<file path="src/rtl/y86_pkg.sv">
// Shared Y86-64 encodings for the multi-cycle sequencer: instruction codes, status codes, FSM states.
// Pure declarations; no timing or flow-control behaviour of its own.
package y86_pkg;

    localparam logic [3:0] ICODE_HALT   = 4'h0;
    localparam logic [3:0] ICODE_NOP    = 4'h1;
    localparam logic [3:0] ICODE_RRMOVQ = 4'h2;
    localparam logic [3:0] ICODE_IRMOVQ = 4'h3;
    localparam logic [3:0] ICODE_RMMOVQ = 4'h4;
    localparam logic [3:0] ICODE_MRMOVQ = 4'h5;
    localparam logic [3:0] ICODE_OPQ    = 4'h6;
    localparam logic [3:0] ICODE_JXX    = 4'h7;
    localparam logic [3:0] ICODE_CALL   = 4'h8;
    localparam logic [3:0] ICODE_RET    = 4'h9;
    localparam logic [3:0] ICODE_PUSHQ  = 4'hA;
    localparam logic [3:0] ICODE_POPQ   = 4'hB;

    typedef logic [2:0] stat_t;

    localparam stat_t STAT_AOK = 3'd1;
    localparam stat_t STAT_HLT = 3'd2;
    localparam stat_t STAT_ADR = 3'd3;
    localparam stat_t STAT_INS = 3'd4;

    localparam logic [2:0] S_IDLE      = 3'd0;
    localparam logic [2:0] S_FETCH     = 3'd1;
    localparam logic [2:0] S_DECODE    = 3'd2;
    localparam logic [2:0] S_EXECUTE   = 3'd3;
    localparam logic [2:0] S_MEMORY    = 3'd4;
    localparam logic [2:0] S_WRITEBACK = 3'd5;
    localparam logic [2:0] S_PCUPD     = 3'd6;
    localparam logic [2:0] S_HALTED    = 3'd7;

    // cmov is included unconditionally; the Regs block applies Cnd itself.
    function automatic logic writesReg(input logic [3:0] ic);
        return ic inside {ICODE_RRMOVQ, ICODE_IRMOVQ, ICODE_MRMOVQ, ICODE_OPQ,
                          ICODE_CALL, ICODE_RET, ICODE_PUSHQ, ICODE_POPQ};
    endfunction

endpackage

</file>
<file path="src/rtl/y86_multicycle_seq_if.sv">
// Sequencer <-> datapath/memory bundle: decode info and ready/req handshakes in, strobes and status out.
// No storage; master is the sequencer side, slave the datapath/memory side.
interface y86_multicycle_seq_if #(parameter int CNT_W = 32);

    logic             run;
    logic [3:0]       icode;
    logic             instr_valid;
    logic             imem_ready;
    logic             imem_error;
    logic             mem_rd;
    logic             mem_wr;
    logic             dmem_ready;
    logic             dmem_error;
    logic             imem_req;
    logic             dmem_req;
    logic             cc_we;
    logic             reg_we;
    logic             pc_we;
    logic [2:0]       state;
    logic [2:0]       stat;
    logic             busy;
    logic [CNT_W-1:0] cycle_cnt;
    logic [CNT_W-1:0] instr_cnt;

    modport master (
        input  run, icode, instr_valid, imem_ready, imem_error,
               mem_rd, mem_wr, dmem_ready, dmem_error,
        output imem_req, dmem_req, cc_we, reg_we, pc_we,
               state, stat, busy, cycle_cnt, instr_cnt
    );

    modport slave (
        output run, icode, instr_valid, imem_ready, imem_error,
               mem_rd, mem_wr, dmem_ready, dmem_error,
        input  imem_req, dmem_req, cc_we, reg_we, pc_we,
               state, stat, busy, cycle_cnt, instr_cnt
    );

endinterface

</file>
<file path="src/rtl/y86_sat_counter.sv">
// Saturating up-counter: count advances one per cycle with inc high and sticks at all-ones.
// Registered, one-cycle update latency; no backpressure.
module y86_sat_counter #(
    parameter int W = 32
) (
    input  logic         clk,
    input  logic         rst,
    input  logic         inc,
    output logic [W-1:0] count
);

    always_ff @(posedge clk or posedge rst) begin
        if (rst) begin
            count <= '0;
        end else if (inc && (count != '1)) begin
            count <= count + W'(1);
        end
    end

endmodule

</file>
<file path="src/rtl/y86_multicycle_seq.sv">
// Y86-64 multi-cycle stage sequencer: F/D/E/M/WB/PC FSM, status/halt owner, perf counters; 5-6 cycles/instr at zero wait.
// Waits indefinitely (or up to MEM_TIMEOUT) on imem/dmem ready; strobes are registered and fire in their stage's cycle.
module y86_multicycle_seq
    import y86_pkg::*;
#(
    parameter int CNT_W       = 32,
    parameter int MEM_TIMEOUT = 16
) (
    input  logic                 clk,
    input  logic                 rst,
    y86_multicycle_seq_if.master bus
);

    localparam int TO_W = $clog2(MEM_TIMEOUT + 2);

    logic [2:0]      stateQ;
    logic [2:0]      stateNext;
    stat_t           statQ;
    stat_t           statNext;
    logic [3:0]      icodeQ;
    logic [TO_W-1:0] toCnt;
    logic            waiting;
    logic            expired;
    logic            ccWeQ;
    logic            regWeQ;
    logic            pcWeQ;
    logic            busyNow;
    logic [CNT_W-1:0] cycleCnt;
    logic [CNT_W-1:0] instrCnt;

    assign waiting = ((stateQ == S_FETCH)  && !bus.imem_ready) ||
                     ((stateQ == S_MEMORY) && !bus.dmem_ready);
    // toCnt has counted the earlier wait cycles, so this is the MEM_TIMEOUT-th one.
    assign expired = (MEM_TIMEOUT != 0) && waiting && (toCnt == TO_W'(MEM_TIMEOUT - 1));

    always_comb begin
        stateNext = stateQ;
        statNext  = statQ;
        case (stateQ)
            S_IDLE: begin
                if (bus.run) stateNext = S_FETCH;
            end
            S_FETCH: begin
                if (bus.imem_ready) begin
                    if (bus.imem_error) begin
                        statNext  = STAT_ADR;
                        stateNext = S_HALTED;
                    end else if (!bus.instr_valid) begin
                        statNext  = STAT_INS;
                        stateNext = S_HALTED;
                    end else if (bus.icode == ICODE_HALT) begin
                        statNext  = STAT_HLT;
                        stateNext = S_HALTED;
                    end else begin
                        stateNext = S_DECODE;
                    end
                end else if (expired) begin
                    statNext  = STAT_ADR;
                    stateNext = S_HALTED;
                end
            end
            S_DECODE:  stateNext = S_EXECUTE;
            S_EXECUTE: stateNext = (bus.mem_rd || bus.mem_wr) ? S_MEMORY : S_WRITEBACK;
            S_MEMORY: begin
                if (bus.dmem_ready) begin
                    if (bus.dmem_error) begin
                        statNext  = STAT_ADR;
                        stateNext = S_HALTED;
                    end else begin
                        stateNext = S_WRITEBACK;
                    end
                end else if (expired) begin
                    statNext  = STAT_ADR;
                    stateNext = S_HALTED;
                end
            end
            S_WRITEBACK: stateNext = S_PCUPD;
            S_PCUPD:     stateNext = bus.run ? S_FETCH : S_IDLE;
            default:     stateNext = stateQ;
        endcase
    end

    always_ff @(posedge clk or posedge rst) begin
        if (rst) begin
            stateQ <= S_IDLE;
            statQ  <= STAT_AOK;
            icodeQ <= '0;
            toCnt  <= '0;
            ccWeQ  <= 1'b0;
            regWeQ <= 1'b0;
            pcWeQ  <= 1'b0;
        end else begin
            stateQ <= stateNext;
            statQ  <= statNext;
            if ((stateQ == S_FETCH) && bus.imem_ready) icodeQ <= bus.icode;
            if (stateNext != stateQ) begin
                toCnt <= '0;
            end else if (waiting) begin
                toCnt <= toCnt + TO_W'(1);
            end
            // Registered off the next state so each strobe is high exactly during its stage.
            ccWeQ  <= (stateNext == S_EXECUTE)   && (icodeQ == ICODE_OPQ);
            regWeQ <= (stateNext == S_WRITEBACK) && writesReg(icodeQ);
            pcWeQ  <= (stateNext == S_PCUPD);
        end
    end

    assign busyNow = (stateQ != S_IDLE) && (stateQ != S_HALTED);

    y86_sat_counter #(.W(CNT_W)) u_cycleCnt (
        .clk   (clk),
        .rst   (rst),
        .inc   (busyNow),
        .count (cycleCnt)
    );

    y86_sat_counter #(.W(CNT_W)) u_instrCnt (
        .clk   (clk),
        .rst   (rst),
        .inc   (stateQ == S_PCUPD),
        .count (instrCnt)
    );

    assign bus.imem_req  = (stateQ == S_FETCH);
    assign bus.dmem_req  = (stateQ == S_MEMORY);
    assign bus.cc_we     = ccWeQ;
    assign bus.reg_we    = regWeQ;
    assign bus.pc_we     = pcWeQ;
    assign bus.state     = stateQ;
    assign bus.stat      = statQ;
    assign bus.busy      = busyNow;
    assign bus.cycle_cnt = cycleCnt;
    assign bus.instr_cnt = instrCnt;

endmodule
</file>
<file path="src/flat_wrapper.sv">
// flat-port wrapper written by rule: the top's interface ports become plain ports
module y86_multicycle_seq_flat import y86_pkg::*;
#(
    parameter int CNT_W       = 32,
    parameter int MEM_TIMEOUT = 16
)
  (clk, rst, bus_run, bus_icode, bus_instr_valid, bus_imem_ready, bus_imem_error, bus_mem_rd, bus_mem_wr, bus_dmem_ready, bus_dmem_error, bus_imem_req, bus_dmem_req, bus_cc_we, bus_reg_we, bus_pc_we, bus_state, bus_stat, bus_busy, bus_cycle_cnt, bus_instr_cnt);
  y86_multicycle_seq_if #(.CNT_W(CNT_W)) bus_i ();
  input  logic clk;
  input  logic rst;
  input wire logic [$bits(bus_i.run)-1:0] bus_run;
  input wire logic [$bits(bus_i.icode)-1:0] bus_icode;
  input wire logic [$bits(bus_i.instr_valid)-1:0] bus_instr_valid;
  input wire logic [$bits(bus_i.imem_ready)-1:0] bus_imem_ready;
  input wire logic [$bits(bus_i.imem_error)-1:0] bus_imem_error;
  input wire logic [$bits(bus_i.mem_rd)-1:0] bus_mem_rd;
  input wire logic [$bits(bus_i.mem_wr)-1:0] bus_mem_wr;
  input wire logic [$bits(bus_i.dmem_ready)-1:0] bus_dmem_ready;
  input wire logic [$bits(bus_i.dmem_error)-1:0] bus_dmem_error;
  output wire logic [$bits(bus_i.imem_req)-1:0] bus_imem_req;
  output wire logic [$bits(bus_i.dmem_req)-1:0] bus_dmem_req;
  output wire logic [$bits(bus_i.cc_we)-1:0] bus_cc_we;
  output wire logic [$bits(bus_i.reg_we)-1:0] bus_reg_we;
  output wire logic [$bits(bus_i.pc_we)-1:0] bus_pc_we;
  output wire logic [$bits(bus_i.state)-1:0] bus_state;
  output wire logic [$bits(bus_i.stat)-1:0] bus_stat;
  output wire logic [$bits(bus_i.busy)-1:0] bus_busy;
  output wire logic [$bits(bus_i.cycle_cnt)-1:0] bus_cycle_cnt;
  output wire logic [$bits(bus_i.instr_cnt)-1:0] bus_instr_cnt;
  assign bus_i.run = bus_run;
  assign bus_i.icode = bus_icode;
  assign bus_i.instr_valid = bus_instr_valid;
  assign bus_i.imem_ready = bus_imem_ready;
  assign bus_i.imem_error = bus_imem_error;
  assign bus_i.mem_rd = bus_mem_rd;
  assign bus_i.mem_wr = bus_mem_wr;
  assign bus_i.dmem_ready = bus_dmem_ready;
  assign bus_i.dmem_error = bus_dmem_error;
  assign bus_imem_req = bus_i.imem_req;
  assign bus_dmem_req = bus_i.dmem_req;
  assign bus_cc_we = bus_i.cc_we;
  assign bus_reg_we = bus_i.reg_we;
  assign bus_pc_we = bus_i.pc_we;
  assign bus_state = bus_i.state;
  assign bus_stat = bus_i.stat;
  assign bus_busy = bus_i.busy;
  assign bus_cycle_cnt = bus_i.cycle_cnt;
  assign bus_instr_cnt = bus_i.instr_cnt;
  y86_multicycle_seq #(.CNT_W(CNT_W), .MEM_TIMEOUT(MEM_TIMEOUT)) u_core (.clk(clk), .rst(rst), .bus(bus_i));
endmodule
</file>
<file path="config.mk">
export PLATFORM = sky130hd
export DESIGN_NAME = y86_multicycle_seq_flat
export DESIGN_NICKNAME = d
export VERILOG_FILES = /design/src/rtl/y86_pkg.sv /design/src/rtl/y86_multicycle_seq_if.sv /design/src/rtl/y86_sat_counter.sv /design/src/rtl/y86_multicycle_seq.sv /design/src/flat_wrapper.sv
export SDC_FILE = /design/constraint.sdc
export NUM_CORES = 1
export LEC_CHECK = 0
export ABC_AREA = 1
export ABC_CLOCK_PERIOD_IN_PS = 2900
export BUFFER_PORTS_ARGS = -buffer_cell sky130_fd_sc_hd__buf_2
export CAP_MARGIN = 20
export CORE_ASPECT_RATIO = 1.4
export CORE_MARGIN = 2
export CORE_UTILIZATION = 50
export DETAILED_ROUTE_END_ITERATION = 8
export GPL_ROUTABILITY_DRIVEN = 0
export PLACE_DENSITY = 0.79
export SYNTH_ARGS = -nofsm -noshare
export SYNTH_HDL_FRONTEND = slang
export SYNTH_SLANG_ARGS = --single-unit
</file>
<file path="constraint.sdc">
create_clock -name clk -period 2.9 [get_ports clk]
set_input_delay 0.435 -clock clk [delete_from_list [all_inputs] [get_ports clk]]
set_output_delay 0.435 -clock clk [all_outputs]
set_load 0.02 [all_outputs]
</file>
==> results of run 1 <==
[cells in the mapped netlist, types with 2 or more instances]
| cell type | number | area (um^2) |
|---|---|---|
| nor3_1 | 13 | 65.1 |
| nor3_2 | 6 | 60.1 |
| buf_6 | 9 | 101 |
| ha_1 | 4 | 50.1 |
| inv_1 | 57 | 214 |
| nor2_4 | 4 | 45.0 |
| nand2_4 | 3 | 33.8 |
| xor2_1 | 23 | 201 |
| nand2_1 | 367 | 1380 |
| a21oi_1 | 3 | 15.0 |
| o21ai_0 | 16 | 80.1 |
| dfrtp_1 | 81 | 2030 |
| o21ai_1 | 4 | 20.0 |
| buf_4 | 2 | 15.0 |
| nand3b_1 | 13 | 97.6 |
| nand2_2 | 7 | 43.8 |
| nand3_1 | 34 | 170 |
| nand4_1 | 11 | 68.8 |
| nor2_1 | 96 | 360 |
| xnor2_1 | 16 | 140 |
| nor2_2 | 4 | 25.0 |
| buf_2 | 3 | 15.0 |
| inv_2 | 4 | 15.0 |
[worst max-delay path: cells and delay by family (launching register included)]
| family | cells | cell delay, ns |
|---|---|---|
| buffers and inverters | 1 | 0.25 |
| and+or+nand+nor | 3 | 0.51 |
| DFF | 1 | 0.55 |
[path summary, 6_finish.rpt]
path	endpoint	slack [ns]	cells past startpoint
setup / recovery	bus_busy	0.82	4
hold / removal	u_core.u_cycleCnt.count[15]	0.18	3
setup reg to reg	u_core.u_cycleCnt.count[17]	0.93	10
hold reg to reg	u_core.bus.stat[0]	0.50	2
max in group asynchronous	u_core.bus.stat[0]	2.36	3
min in group clk	u_core.icodeQ[2]	0.32	3
[final cells by class]
type | instances | area [um^2] | share of cell area
timing repair buffer | 91 | 473 | 0.0772
sequential | 82 | 2050 | 0.335
inverter | 62 | 236 | 0.0386
multi-input combinational | 629 | 2910 | 0.474
clock buffer | 11 | 253 | 0.0412
clock inverter | 5 | 36.3 | 0.00592
tap | 138 | 173 | 0.0282
[cells by family (layout without fill, tap and decap cells)]
family,count (synthesis),count (layout),synth area share
buffers and inverters,77,169,0.0697
and+or+nand+nor,561,561,0.446
muxes,1,1,0.00188
AOI/OAI and AO/OA,24,24,0.0232
DFF,82,82,0.385
adders and majority gates,4,4,0.00939
xor gates and xnor gates,39,39,0.0641
[state kept, by name, summed over array words and instances, names as in the netlist]
name and cells:
u_core.bus.reg_we 1, u_core.u_instrCnt.count 32, u_core.icodeQ 4, u_core.bus.stat 3, u_core.toCnt 5, u_core.u_cycleCnt.count 32, u_core.bus.cc_we 1, u_core.bus.pc_we 1
u_core.bus.state 3
[through the flow]
step,hold slack [ns],worst slack (ns)
floorplan,0.465,0.358
global placement,0.461,1.01
detailed placement,0.479,0.935
CTS,0.198,0.821
global route,0.225,0.706
finish,0.179,0.823
[per-layer routing]
metal,track usage,vias up
met3,0.0359,41
met1,0.267,2355
met5,0,-
met4,0.118,0
met2,0.428,155
li1,-,2614
[power by group through the flow]
| stage | logic [mW] | registers [mW] | clock network (mW) |
|---|---|---|---|
| final | 1.38 | 1.50 | 1.12 |
| after global routing | 1.54 | 1.53 | 1.17 |
| after CTS | 1.39 | 1.50 | 1.13 |
| after detailed placement | 1.38 | 1.52 | 0 |
| after global placement | 1.37 | 1.51 | 0 |
| after floorplan | 1.05 | 1.60 | 0 |
==> summary.txt, run 1 <==
Run status
  • Status: finished clean

Timing
  • Clock Skews: 0.00593 ns
  • FMAX: 482 MHz
  • Relative slew margins: 0.708
  • RSZ-0062 raised after global routing: false
  • Fin crit period: 2.08 ns
  • Final slew viol count: 0
  • Transition time of the tightest slew-check pin: 0.438 ns
  • Final Cycle Share: 0.716
  • Setup TNS: 0 ns
  • Fin. Hold Viols: 0
  • # setup viols final: 0

Place
  • DP Area: 5840 um^2
  • Placed Cells: 1002
  • PortBufs: 89
  • Post-detail-place hpwl: 9.95 mm

Floorplan
  • Io pins: 90
  • Die ar.: 11500 um^2
  • Die W: 91.3 um
  • Die Y: 126 um
  • Row count: 44
  • Initial Utilization: 0.512
  • Core area: 10400 um^2

Worst setup path
  • Crit-path max FO: 12
  • Reg2Reg Launch Point: u_core.u_cycleCnt.count[0]
  • CP max stage cell: dfrtp_1
  • Cells along the critical path: nor2_1 -> nand2_1 -> and2_1 -> buf_2
  • CP max stage delay: 0.55 ns
  • Worst path arrival time: 1.64 ns
  • Crit path from: u_core.bus.state[1]
  • Critical path type: flop to output port
  • CP endpoint kind: output port
  • Req. time, crit path: 2.47 ns
  • Worst setup SP type: flop

Clock network
  • H-tree Lvls: 3
  • CTS resizes: 0
  • Num CTS Buffers: 9
  • Clk Tree Root Cell: clkbuf_16
  • Worst-Skew Late Latency: 0.34 ns
  • Setup Buffers After CTS: 0
  • Clock-pin slew on the worst setup and hold paths: 0.06 ns
  • Hold_buf cts: 0
  • CTS tree: done
  • CTS max path bufs: 2
  • Clk sink count: 82

Final layout
  • Ratio of cells with drive above 1 in the final layout: 0.159
  • Final Cell Area: 6130 um^2
  • Area Overhead vs Synth: 15.0%
  • Layout Utilization: 0.589
  • Fill cells: 1016
  • Post-route non-filler standard cell count: 1018
  • Commonest non-fill, non-tap cell in the layout: nand2_1
  • Diodes inserted: 0
  • Commonest non-fill, non-tap cells in the layout: 367 x nand2_1, 96 x nor2_1, 89 x buf_2
  • Final nets: 893

Global routing
  • Total GRT Usage: 0.236
  • First-pass GRT wire length: 22.0 mm
  • Vias in the first global route: 4733
  • Number of antenna violations at the first check in global routing: 0
  • GRT overflow: 0
  • Largest net degree at the start of global routing: 83

Yosys
  • Post-synthesis instance total: 788
  • Syn Nets: 806
  • Register area share after synthesis: 0.385
  • Fraction of registers with async set/reset: 1.00
  • Syn_area_per_cell: 6.76 um^2
  • Count of cell types in the netlist: 31
  • Leading register cell type out of synthesis: dfrtp_1
  • Ys Warns: 0
  • Number of synthesized flops with an enable pin: 0
  • Post-Syn Area: 5330 um^2
  • Yosys reg bits: 82

Pwr
  • Int Pwr: 2.34 mW
  • Tot Pwr: 3.99 mW
  • Logic gate share of total power: 0.345
  • Sequential Power Share: 0.376
  • Peak VDD IR: 0.396 mV
  • Pleak: 3.11 nW
  • Clock network power share: 0.280
  • NetSw: 1.66 mW
  • Switch share: 0.415
  • Pwr/cell area: 651 nW/um^2

Detailed routing
  • Final WL: 13.4 mm
  • Drt pass-1 iters: 5
  • Residual DRC: 0
  • Metal-1 WL: 5.26 mm
  • Routed WL per cell: 13.1 um
  • Met3 WL: 646 um
  • Via-to-Cell Ratio: 5.07
  • Met2 WL: 6.94 mm
  • Routed Antenna Nets: 0
  • DR iter-0 viols: 241
  • DR top layer: met4
  • Via count: 5165

Worst hold path
  • Type of the worst min-delay path: input pin to async pin

Run
  • Max-cap violations: 0
No activity file was read; power rests on OpenSTA's default activity.
==> run 2, diff against run 1 <==
--- a/config.mk
+++ b/config.mk
@@ -5,16 +5,16 @@
 export SDC_FILE = /design/constraint.sdc
 export NUM_CORES = 1
 export LEC_CHECK = 0
-export ABC_AREA = 1
-export ABC_CLOCK_PERIOD_IN_PS = 2900
+export ABC_AREA = 0
+export ABC_CLOCK_PERIOD_IN_PS = 1800
 export BUFFER_PORTS_ARGS = -buffer_cell sky130_fd_sc_hd__buf_2
 export CAP_MARGIN = 20
 export CORE_ASPECT_RATIO = 1.4
 export CORE_MARGIN = 2
-export CORE_UTILIZATION = 50
+export CORE_UTILIZATION = 49
 export DETAILED_ROUTE_END_ITERATION = 8
 export GPL_ROUTABILITY_DRIVEN = 0
-export PLACE_DENSITY = 0.79
+export PLACE_DENSITY = 0.83
 export SYNTH_ARGS = -nofsm -noshare
 export SYNTH_HDL_FRONTEND = slang
 export SYNTH_SLANG_ARGS = --single-unit
==> constraint.sdc (replaced) <==
create_clock -name clk -period 1.8 [get_ports clk]
set_input_delay 0.27 -clock clk [delete_from_list [all_inputs] [get_ports clk]]
set_output_delay 0.27 -clock clk [all_outputs]
set_load 0.02 [all_outputs]
==> summary.txt, run 2 <==
Worst setup path
  • Critical path type: flop to flop
  • Crit path from: u_core.bus.state[0]
  • Crit-path max FO: 7 (-5)
  • Worst path arrival time: 2.32 ns (+0.68 ns)
  • CP max stage cell: a2111o_1
  • Worst setup SP type: flop
  • Most used cell along the critical path: buf_6
  • CP endpoint kind: flop
  • CP top delay family: compound AO/OA/AOI/OAI gates
  • CP Depth: 8 (+4)
  • Cells along the critical path: buf_6 -> buf_12 -> buf_6 -> a32oi_1 -> nor2_1 -> a2111o_1 -> o21a_2 -> a211oi_2
  • Req. time, crit path: 2.05 ns (-0.42 ns)
  • Cells on worst reg2reg path: 8 (-2)
  • Reg2Reg Launch Point: u_core.bus.state[0]
  • Critical path buffer and inverter count: 3 (+2)
  • CP max stage delay: 0.42 ns (-0.13 ns)
  • Register-to-register setup slack: -0.27 ns (-1.20 ns)

Clock network
  • CTS tree: done
  • Num CTS Buffers: 9 (unchanged)
  • Clock-pin slew on the worst setup and hold paths: 0.06 ns (about the same)
  • Clk Tree Root Cell: clkbuf_16
  • Clk sink count: 82 (unchanged)
  • Worst-Skew Late Latency: 0.34 ns (about the same)
  • CTS max path bufs: 2 (unchanged)
  • H-tree Lvls: 3 (unchanged)

Global routing
  • First-pass GRT wire length: 18.8 mm (-15%)
  • Number of antenna violations at the first check in global routing: 0 (unchanged)
  • Largest net degree at the start of global routing: 51 (-39%)
  • Vias in the first global route: 4028 (-15%)
  • Total GRT Usage: 0.267 (+0.0307)
  • GRT overflow: 0 (unchanged)

Final layout
  • Largest regs: u_core.u_cycleCnt.count: 32 flops, u_core.u_instrCnt.count: 32 flops, u_core.toCnt: 5 flops
  • Commonest non-fill, non-tap cells in the layout: 99 x buf_4, 86 x buf_2, 74 x dfrtp_1
  • Ratio of cells with drive above 1 in the final layout: 0.514 (+0.355)
  • Multi-input logic area: 2360 um^2 (-19%)
  • Diodes inserted: 0 (unchanged)
  • Area Overhead vs Synth: 56.3%
  • Storage cell area: 2060 um^2 (+0.43%)
  • Fill cells: 475 (-53%)
  • Commonest non-fill, non-tap cell in the layout: buf_4
  • Final nets: 616 (-31%)

Floorplan
  • Die W: 81.1 um (-11%)
  • Core area: 8100 um^2 (-22%)
  • Io pins: 90 (unchanged)
  • Die Y: 112 um (-11%)
  • Row count: 39 (-11%)
  • Initial Utilization: 0.503 (-0.00887)
  • Die ar.: 9080 um^2 (-21%)

Yosys
  • Register area share after synthesis: 0.504 (+0.118)
  • Ys Warns: 0 (unchanged)
  • Fraction of registers with async set/reset: 1.00 (unchanged)
  • Post-Syn Area: 4080 um^2 (-23%)
  • Syn Nets: 404 (-50%)
  • Share of Yosys cell area claimed by the top area cell type: 0.497 (+0.117)
  • Number of synthesized flops with an enable pin: 0 (unchanged)
  • Syn_area_per_cell: 10.6 um^2 (+56%)
  • Count of cell types in the netlist: 54 (+74%)
  • Yosys reg bits: 82 (unchanged)
  • Most common cell in the synthesized netlist: dfrtp_1
  • Post-synthesis instance total: 386 (-51%)
  • Leading register cell type out of synthesis: dfrtp_1
  • Top area cells in the synthesized netlist: dfrtp_1 50%, xnor2_1 11%, nand4_1 4.6%
  • Post-synth top cells: 81 x dfrtp_1, 49 x xnor2_1, 33 x nand3_1
  • Largest area contributor in the netlist: dfrtp_1

Detailed routing
  • Routed WL per cell: 18.8 um (+43%)
  • DR iter-0 viols: 298 (+24%)
  • Via count: 4124 (-20%)
  • Residual DRC: 0 (unchanged)
  • Drt pass-1 iters: 5 (unchanged)
  • Routed Antenna Nets: 0 (unchanged)
  • Via-to-Cell Ratio: 5.85 (+15%)
  • Final WL: 13.3 mm (-0.62%)

Timing
  • Fin crit period: 2.07 ns
  • Worst hold slack: 0.00657 ns (-0.172 ns)
  • # setup viols final: 42 (+42)
  • Relative slew margins: 0.541 (-0.167)
  • Clock Skews: 0.00501 ns (-0.000926 ns)
  • Transition time of the tightest slew-check pin: 0.683 ns (+0.245 ns)
  • FMAX: 482 MHz
  • Fin. Hold Viols: 0 (unchanged)
  • Final slew viol count: 0 (unchanged)
  • Final Cycle Share: 1.15
  • Post-route worst setup slack: -0.275 ns (-1.10 ns)
  • RSZ-0062 raised after global routing: true

Worst hold path
  • Type of the worst min-delay path: input pin to async pin

Run status
  • Failing checks: negative setup slack
  • Status: complete, but fails checks

Pwr
  • Peak VDD IR: 1.28 mV (+220%)
  • Pwr/cell area: 1250 nW/um^2 (+92%)
  • Pleak: 3.12 nW (+0.45%)

Place
  • Post-detail-place hpwl: 7.65 mm (-23%)
  • PortBufs: 89 (unchanged)
  • Pre-CTS WS: -0.177 ns (-1.11 ns)

Run
  • Max-cap violations: 0 (unchanged)
==> run 2: worst register-to-register path, cell delays in order, from the launching register on <==
cell and delay, ns:
dfrtp_2 0.41, buf_6 0.12, buf_12 0.12, buf_6 0.12, a32oi_1 0.23, nor2_1 0.08
a2111o_1 0.42, o21a_2 0.28, a211oi_2 0.19
==> run 2: path summary, 6_finish.rpt <==
kind,endpoint
setup / recovery,u_core.toCnt[4]
hold / removal,u_core.toCnt[1]
setup reg to reg,u_core.toCnt[4]
hold reg to reg,u_core.bus.stat[1]
max in group asynchronous,u_core.u_cycleCnt.count[18]
min in group clk,u_core.icodeQ[0]
==> run 2: through the flow <==
step	area, um^2	instances	setup TNS (ns)	utilization	power [mW]
6_report	6370	705	-4.89	0.787	7.98
5_1_grt	6370	705	-8.10	0.787	8.31
4_1_cts	6000	691	-1.26	0.741	7.47
3_5_place_dp	5390	662	-1.81	0.665	4.93
3_3_place_gp	5390	662	-0.593	0.665	4.82
2_1_floorplan	4150	386	-3.75	-	3.80
==> run 2: cell type report <==
| class | instances | area share |
|---|---|---|
| multi-input cells | 287 | 0.370 |
| flip-flops and latches | 82 | 0.323 |
| repair buffers | 207 | 0.226 |
| clock buffers | 12 | 0.0402 |
| well taps | 102 | 0.0200 |
| clock inverters | 4 | 0.0116 |
| inverters | 11 | 0.00824 |
==> run 2: layer usage <==
metal,wire (um),global-route usage,share of wire
met5,0,0,0
met4,504,0.113,0.038
met3,731,0.0648,0.055
met2,7250,0.478,0.55
met1,4790,0.292,0.36
==> run 2: what timing repair did <==
item	CTS	global route
cloned	0	0
hold buffers	0	0
setup endpoints to repair	40	66
gates resized for setup	50	55
buffers inserted	13	14
pin swaps	25	42
==> run 2: power by group <==
group | internal, mW | switching [mW]
clock | 1.29 | 0.741
sequential | 2.15 | 0.250
combinational | 1.77 | 1.78
==> run 2: kinds of logic after synthesis <==
kind of cell	share of synthesized area
and+or+nand+nor	0.247
DFF	0.504
xor gates and xnor gates	0.133
AOI/OAI and AO/OA	0.0629
buffers and inverters	0.0181
muxes	0.0227
adders and majority gates	0.0123
